--- src/rtl/clock_divider_multi.sv ---
// Multi-channel divider: slow clk_out plus 1-cycle tick per channel, with RUN/HALT/STEP debug modes.
// All outputs registered; tick and the clk_out toggle appear on the same edge; no backpressure.
module clock_divider_multi #(
    parameter int NUM_CH      = 2,
    parameter int CNT_W       = 27,
    parameter int DEF_DIV     = 75000000,
    parameter int SYNC_STAGES = 2
) (
    input  logic              clk,
    input  logic              reset,
    input  logic [1:0]        mode,
    input  logic              step_btn,
    input  logic [NUM_CH-1:0] div_we,
    input  logic [CNT_W-1:0]  div_wdata,
    output logic [NUM_CH-1:0] tick,
    output logic [NUM_CH-1:0] clk_out,
    output logic              running,
    output logic              step_busy
);

    typedef enum logic [1:0] {M_HALT = 2'b00, M_RUN = 2'b01, M_STEP = 2'b10} mode_e;
    typedef enum logic {S_IDLE = 1'b0, S_HIGH = 1'b1} state_e;

    localparam logic [CNT_W-1:0] DEF_D = CNT_W'(DEF_DIV);

    mode_e                  mode_n, mode_q;
    logic [SYNC_STAGES-1:0] sync_q;
    logic                   btn_prev_q;
    logic                   step_req, enter_step, leave_step;
    logic                   running_q, busy_q, busy_d;

    logic [CNT_W-1:0]  cnt_q [NUM_CH];
    logic [CNT_W-1:0]  cnt_d [NUM_CH];
    logic [CNT_W-1:0]  act_q [NUM_CH];
    logic [CNT_W-1:0]  act_d [NUM_CH];
    logic [CNT_W-1:0]  shd_q [NUM_CH];
    logic [CNT_W-1:0]  shd_d [NUM_CH];
    state_e            st_q  [NUM_CH];
    state_e            st_d  [NUM_CH];
    logic [NUM_CH-1:0] clk_q, clk_d, tick_q, tick_d, wrap;

    // A zero divisor behaves as one: wrap on every cycle.
    function automatic logic [CNT_W-1:0] last_cnt(input logic [CNT_W-1:0] d);
        return (d == '0) ? '0 : d - CNT_W'(1);
    endfunction

    always_comb begin
        mode_n     = (mode == 2'b11) ? M_HALT : mode_e'(mode);
        enter_step = (mode_n == M_STEP) && (mode_q != M_STEP);
        leave_step = (mode_n != M_STEP) && (mode_q == M_STEP);
        step_req   = sync_q[SYNC_STAGES-1] && !btn_prev_q && !busy_q;
    end

    always_comb begin
        busy_d = 1'b0;
        for (int i = 0; i < NUM_CH; i++) begin
            cnt_d[i]  = cnt_q[i];
            act_d[i]  = act_q[i];
            shd_d[i]  = div_we[i] ? div_wdata : shd_q[i];
            st_d[i]   = st_q[i];
            clk_d[i]  = clk_q[i];
            tick_d[i] = 1'b0;
            wrap[i]   = (cnt_q[i] >= last_cnt(act_q[i]));

            // Mode transitions into/out of STEP beat any wrap or step request this cycle.
            if (enter_step || leave_step) begin
                cnt_d[i] = '0;
                clk_d[i] = 1'b0;
                st_d[i]  = S_IDLE;
            end else if (mode_n == M_RUN || (mode_n == M_STEP && st_q[i] == S_HIGH)) begin
                if (wrap[i]) begin
                    cnt_d[i]  = '0;
                    clk_d[i]  = (mode_n == M_RUN) ? !clk_q[i] : 1'b0;
                    tick_d[i] = 1'b1;
                    act_d[i]  = shd_d[i];
                    st_d[i]   = S_IDLE;
                end else begin
                    cnt_d[i] = cnt_q[i] + CNT_W'(1);
                end
            end else begin
                // HALT, or STEP with this channel idle: divisor writes take effect now.
                if (div_we[i]) begin
                    act_d[i] = div_wdata;
                    cnt_d[i] = '0;
                end
                if (mode_n == M_STEP && step_req) begin
                    cnt_d[i]  = '0;
                    clk_d[i]  = 1'b1;
                    tick_d[i] = 1'b1;
                    st_d[i]   = S_HIGH;
                end
            end
            busy_d = busy_d | (st_d[i] == S_HIGH);
        end
    end

    always_ff @(posedge clk or negedge reset) begin
        if (!reset) begin
            mode_q     <= M_HALT;
            sync_q     <= '0;
            btn_prev_q <= 1'b0;
            running_q  <= 1'b0;
            busy_q     <= 1'b0;
            clk_q      <= '0;
            tick_q     <= '0;
            for (int i = 0; i < NUM_CH; i++) begin
                cnt_q[i] <= '0;
                act_q[i] <= DEF_D;
                shd_q[i] <= DEF_D;
                st_q[i]  <= S_IDLE;
            end
        end else begin
            mode_q     <= mode_n;
            sync_q     <= {sync_q[SYNC_STAGES-2:0], step_btn};
            btn_prev_q <= sync_q[SYNC_STAGES-1];
            running_q  <= (mode_n == M_RUN);
            busy_q     <= busy_d;
            clk_q      <= clk_d;
            tick_q     <= tick_d;
            for (int i = 0; i < NUM_CH; i++) begin
                cnt_q[i] <= cnt_d[i];
                act_q[i] <= act_d[i];
                shd_q[i] <= shd_d[i];
                st_q[i]  <= st_d[i];
            end
        end
    end

    assign tick      = tick_q;
    assign clk_out   = clk_q;
    assign running   = running_q;
    assign step_busy = busy_q;

endmodule
--- config.mk ---
export PLATFORM = sky130hd
export DESIGN_NAME = clock_divider_multi
export DESIGN_NICKNAME = d
export VERILOG_FILES = /design/src/rtl/clock_divider_multi.sv
export SDC_FILE = /design/constraint.sdc
export NUM_CORES = 1
export LEC_CHECK = 0
export BUFFER_PORTS_ARGS = -buffer_cell sky130_fd_sc_hd__buf_2
export CORE_MARGIN = 3
export CORE_UTILIZATION = 45
export DETAILED_ROUTE_END_ITERATION = 7
export GPL_ROUTABILITY_DRIVEN = 0
export GPL_TIMING_DRIVEN = 0
export HOLD_SLACK_MARGIN = 0.05
export MAX_ROUTING_LAYER = met4
export PLACE_DENSITY_LB_ADDON = 0.1
export SLEW_MARGIN = 20
export SYNTH_ARGS = -nofsm -noshare
export SYNTH_HDL_FRONTEND = slang
export SYNTH_SLANG_ARGS = --single-unit
--- constraint.sdc ---
create_clock -name clk -period 6.65 [get_ports clk]
set_input_delay 0.3325 -clock clk [delete_from_list [all_inputs] [get_ports clk]]
set_output_delay 0.3325 -clock clk [all_outputs]
set_load 0.1 [all_outputs]
==> flow_summary.toml <==
[placement]
dp_cells = 1349
port_buffers = 39
hpwl_microns = 17930

[clock_tree]
cts_tree = "done"
htreeDepth = 4
clk_pin_slew_worst_paths_ns = 0.07
post_cts_buffers = 0
cts-buffers-inserted = 17
clockBufferDepth = 2
cts_root_buffer = "clkbuf_16"
cts_sinks = 174
insertion_delay_ns = 0.43

[power]
p_per_area_mw_per_mm2 = 265.5
p_leak_nw = 5.379
max-vdd-ir-drop_mv = 0.1604

[detailed_routing]
dr_total_vias = 7731
wl_per_cell_microns = 17.02
first_iter_violations = 411
drc = 0
viasPerCell = 5.590
antenna_left = 0
dr.pass1.iters = 5
drt_wl_total_microns = 23540

[global_route]
grt_pass1_wl_microns = 39290
antenna_found_initial = 0
grt_pass1_vias = 7488
gr-total-overflow = 0
grt_max_degree = 75
grt_use_total_pct = 20.81

[critical_path]
critPathSlowestCell = "o41ai_1"
cp_top_family = "simple AND/OR/NAND/NOR gates"
path_common_cell = "ha_1"
critical_path_class = "reg -> reg"
max_stage_delay_ns = 0.72
cp-end-kind = "flop"
path_cells = "inv_1 -> ha_1 -> or4b_4 -> or4_4 -> or3_4 -> or2_1 -> nor4_1 -> xor2_1 -> nand2_1 -> ha_1 -> nand4_1 -> or4_1 -> o41ai_1 -> nor3_1 -> nor2_2 -> buf_2 -> nor2_1"
cp.buffers_inverters = 2
cp_max_fo = 10
required_ns = 6.97
critPathArrivalTime_ns = 6.33
start_kind = "flop"

[die]
die_w_microns = 155.7
ios = 40
num_rows = 54
dieArea_sq_mm = 0.02425
core_sq_mm = 0.02196
initial_core_util_pct = 45.94
fp.dieH_microns = 155.7

[yosys]
synth_edf_count = 0
seq_area_frac_synth_pct = 43.66
yosysTopAreaCell = "dfrtp_1"
synth-seq-cells = 174
synth-main-ff-cell = "dfrtp_1"
synth.distinct_cells = 49
synth_area_sq_mm = 0.01009
synthCells = 1027
syn_nets = 1119
synth-async-reset-ratio_pct = 100.0
yosysWarnings = 0
synth_top_area_share_pct = 33.24
avgSynthCellArea_sq_um = 9.822
synthTopCellsByArea = "dfrtp_1 33%, dfstp_2 10%, mux2i_1 8.5%"

[layout]
multi_input_area_sq_mm = 0.005419
instances_no_fill = 1383
final_nets = 1182
seq_area_sq_mm = 0.004404
final_common_cell = "nand2_1"
drive_above_1_share_pct = 16.50
synthToLayoutAreaGrowth_pct = 12.32
mostFrequentLayoutCells = "153 x nand2_1, 134 x dfrtp_1, 86 x mux2i_1"
num_antenna_cells = 0
nFillCells = 2036

[sta]
post-route-min-period_ns = 6.012
rsz0062_at_grt = "false"
drv_slew = 0
hold_viol = 0
fin_crit_sh_pct = 90.41
setup_violations = 0
max_freq_mhz = 166.3
max_slew_margin_pct = 25.34
setup_tns_ns = 0
tightest_slew_ns = 1.111
fin_skew_ns = 0.01231

[min_path]
hold_path_class = "in -> reg"

[run_status]
status = "finished clean"

[job]
cap_violations = 0
[cell usage after synthesis, drive strengths merged, types with 5 or more instances]
library cell and n:
a21o 6, a21oi 36, a22o 6, a31oi 9
and2 5, and3 18, and4 5, buf 6
clkbuf 31, dfrtp 134, dfstp 40, ha 58
inv 35, mux2 55, mux2i 86, nand2 153
nand2b 7, nand3 60, nand4 21, nor2 60
nor3 17, nor4 10, o21ai 49, o311ai 15
or2 5, or3 6, or4 7, xnor2 31
xor2 32
[final timing paths]
path / startpoint / to / slack [ns] / depth (start not counted)
setup / recovery: act_q[27]$_DFFE_PN0P_ / cnt_q[43]$_DFFE_PN0P_ / 0.64 / 17
hold / removal: div_wdata[17] / shd_q[44]$_DFF_PN0_ / 0.20 / 2
setup reg to reg: act_q[27]$_DFFE_PN0P_ / cnt_q[43]$_DFFE_PN0P_ / 0.64 / 17
hold reg to reg: sync_q[0]$_DFF_PN0_ / sync_q[1]$_DFF_PN0_ / 0.35 / 0
max in group asynchronous: reset / shd_q[6]$_DFF_PN1_ / 5.26 / 4
min in group asynchronous: reset / cnt_q[35]$_DFFE_PN0P_ / 0.35 / 2
[power breakdown]
part	internal, mW	leakage [nW]	total, mW	switching, mW
Clock	0.568	0.290	1.04	0.472
Combinational	0.263	2.96	0.654	0.391
Sequential	1.21	2.13	1.31	0.101
[final cells by class]
cell class	count	area share, %
Buffer	37	1.248
Sequential cell	174	38.87
Clock inverter	15	1.524
Tap cell	280	3.092
Multi-Input combinational cell	781	47.83
Clock buffer	17	3.755
Timing Repair Buffer	44	2.518
Inverter	35	1.160
[through the flow]
| step | hold slack, ns | utilization (%) | total power [mW] | area, sq um | setup slack [ns] |
|---|---|---|---|---|---|
| floorplan | 0.03691 | - | 1.789 | 10090 | 1.638 |
| global placement | 0.3381 | 48.42 | 1.970 | 10630 | 0.4017 |
| detailed placement | 0.2276 | 48.77 | 1.991 | 10710 | 0.3903 |
| CTS | 0.1889 | 51.58 | 3.042 | 11330 | 0.3529 |
| global route | 0.2023 | 51.60 | 3.194 | 11330 | 0.1900 |
| finish | 0.2008 | 51.60 | 3.008 | 11330 | 0.6378 |
[registers in the layout, summed over array words and instances (netlist names), 2 cells and up]
| name | flops |
|---|---|
| st_q | 2 |
| shd_q | 54 |
| tick | 2 |
| act_q | 54 |
| sync_q | 2 |
| cnt_q | 54 |
| clk_out | 2 |
[cells by family after synthesis]
logic type	after synthesis	share of synthesized area [%]
AO/OA/AOI/OAI	137	8.422
XOR/XNOR	63	5.470
adder cells (fa/ha/maj)	58	7.194
multiplexers	141	14.67
AND/OR/NAND/NOR	382	17.87
buffers and inverters	72	2.704
flip-flops	174	43.66
[routing by layer]
layer,vias up,track usage [%],share of wire [%]
li1,3800,-,-
met1,3771,32.33,54
met2,151,28.93,42
met3,9,3.412,3.7
met4,0,3.406,0.62
met5,-,-,0
[what timing repair did]
action,4_1_cts,5_1_grt
hold buffers,2,0
setup endpoints to repair,0,10
hold endpoints to repair,36,0
gates resized for setup,0,1
(Power assumes the default switching activity.)
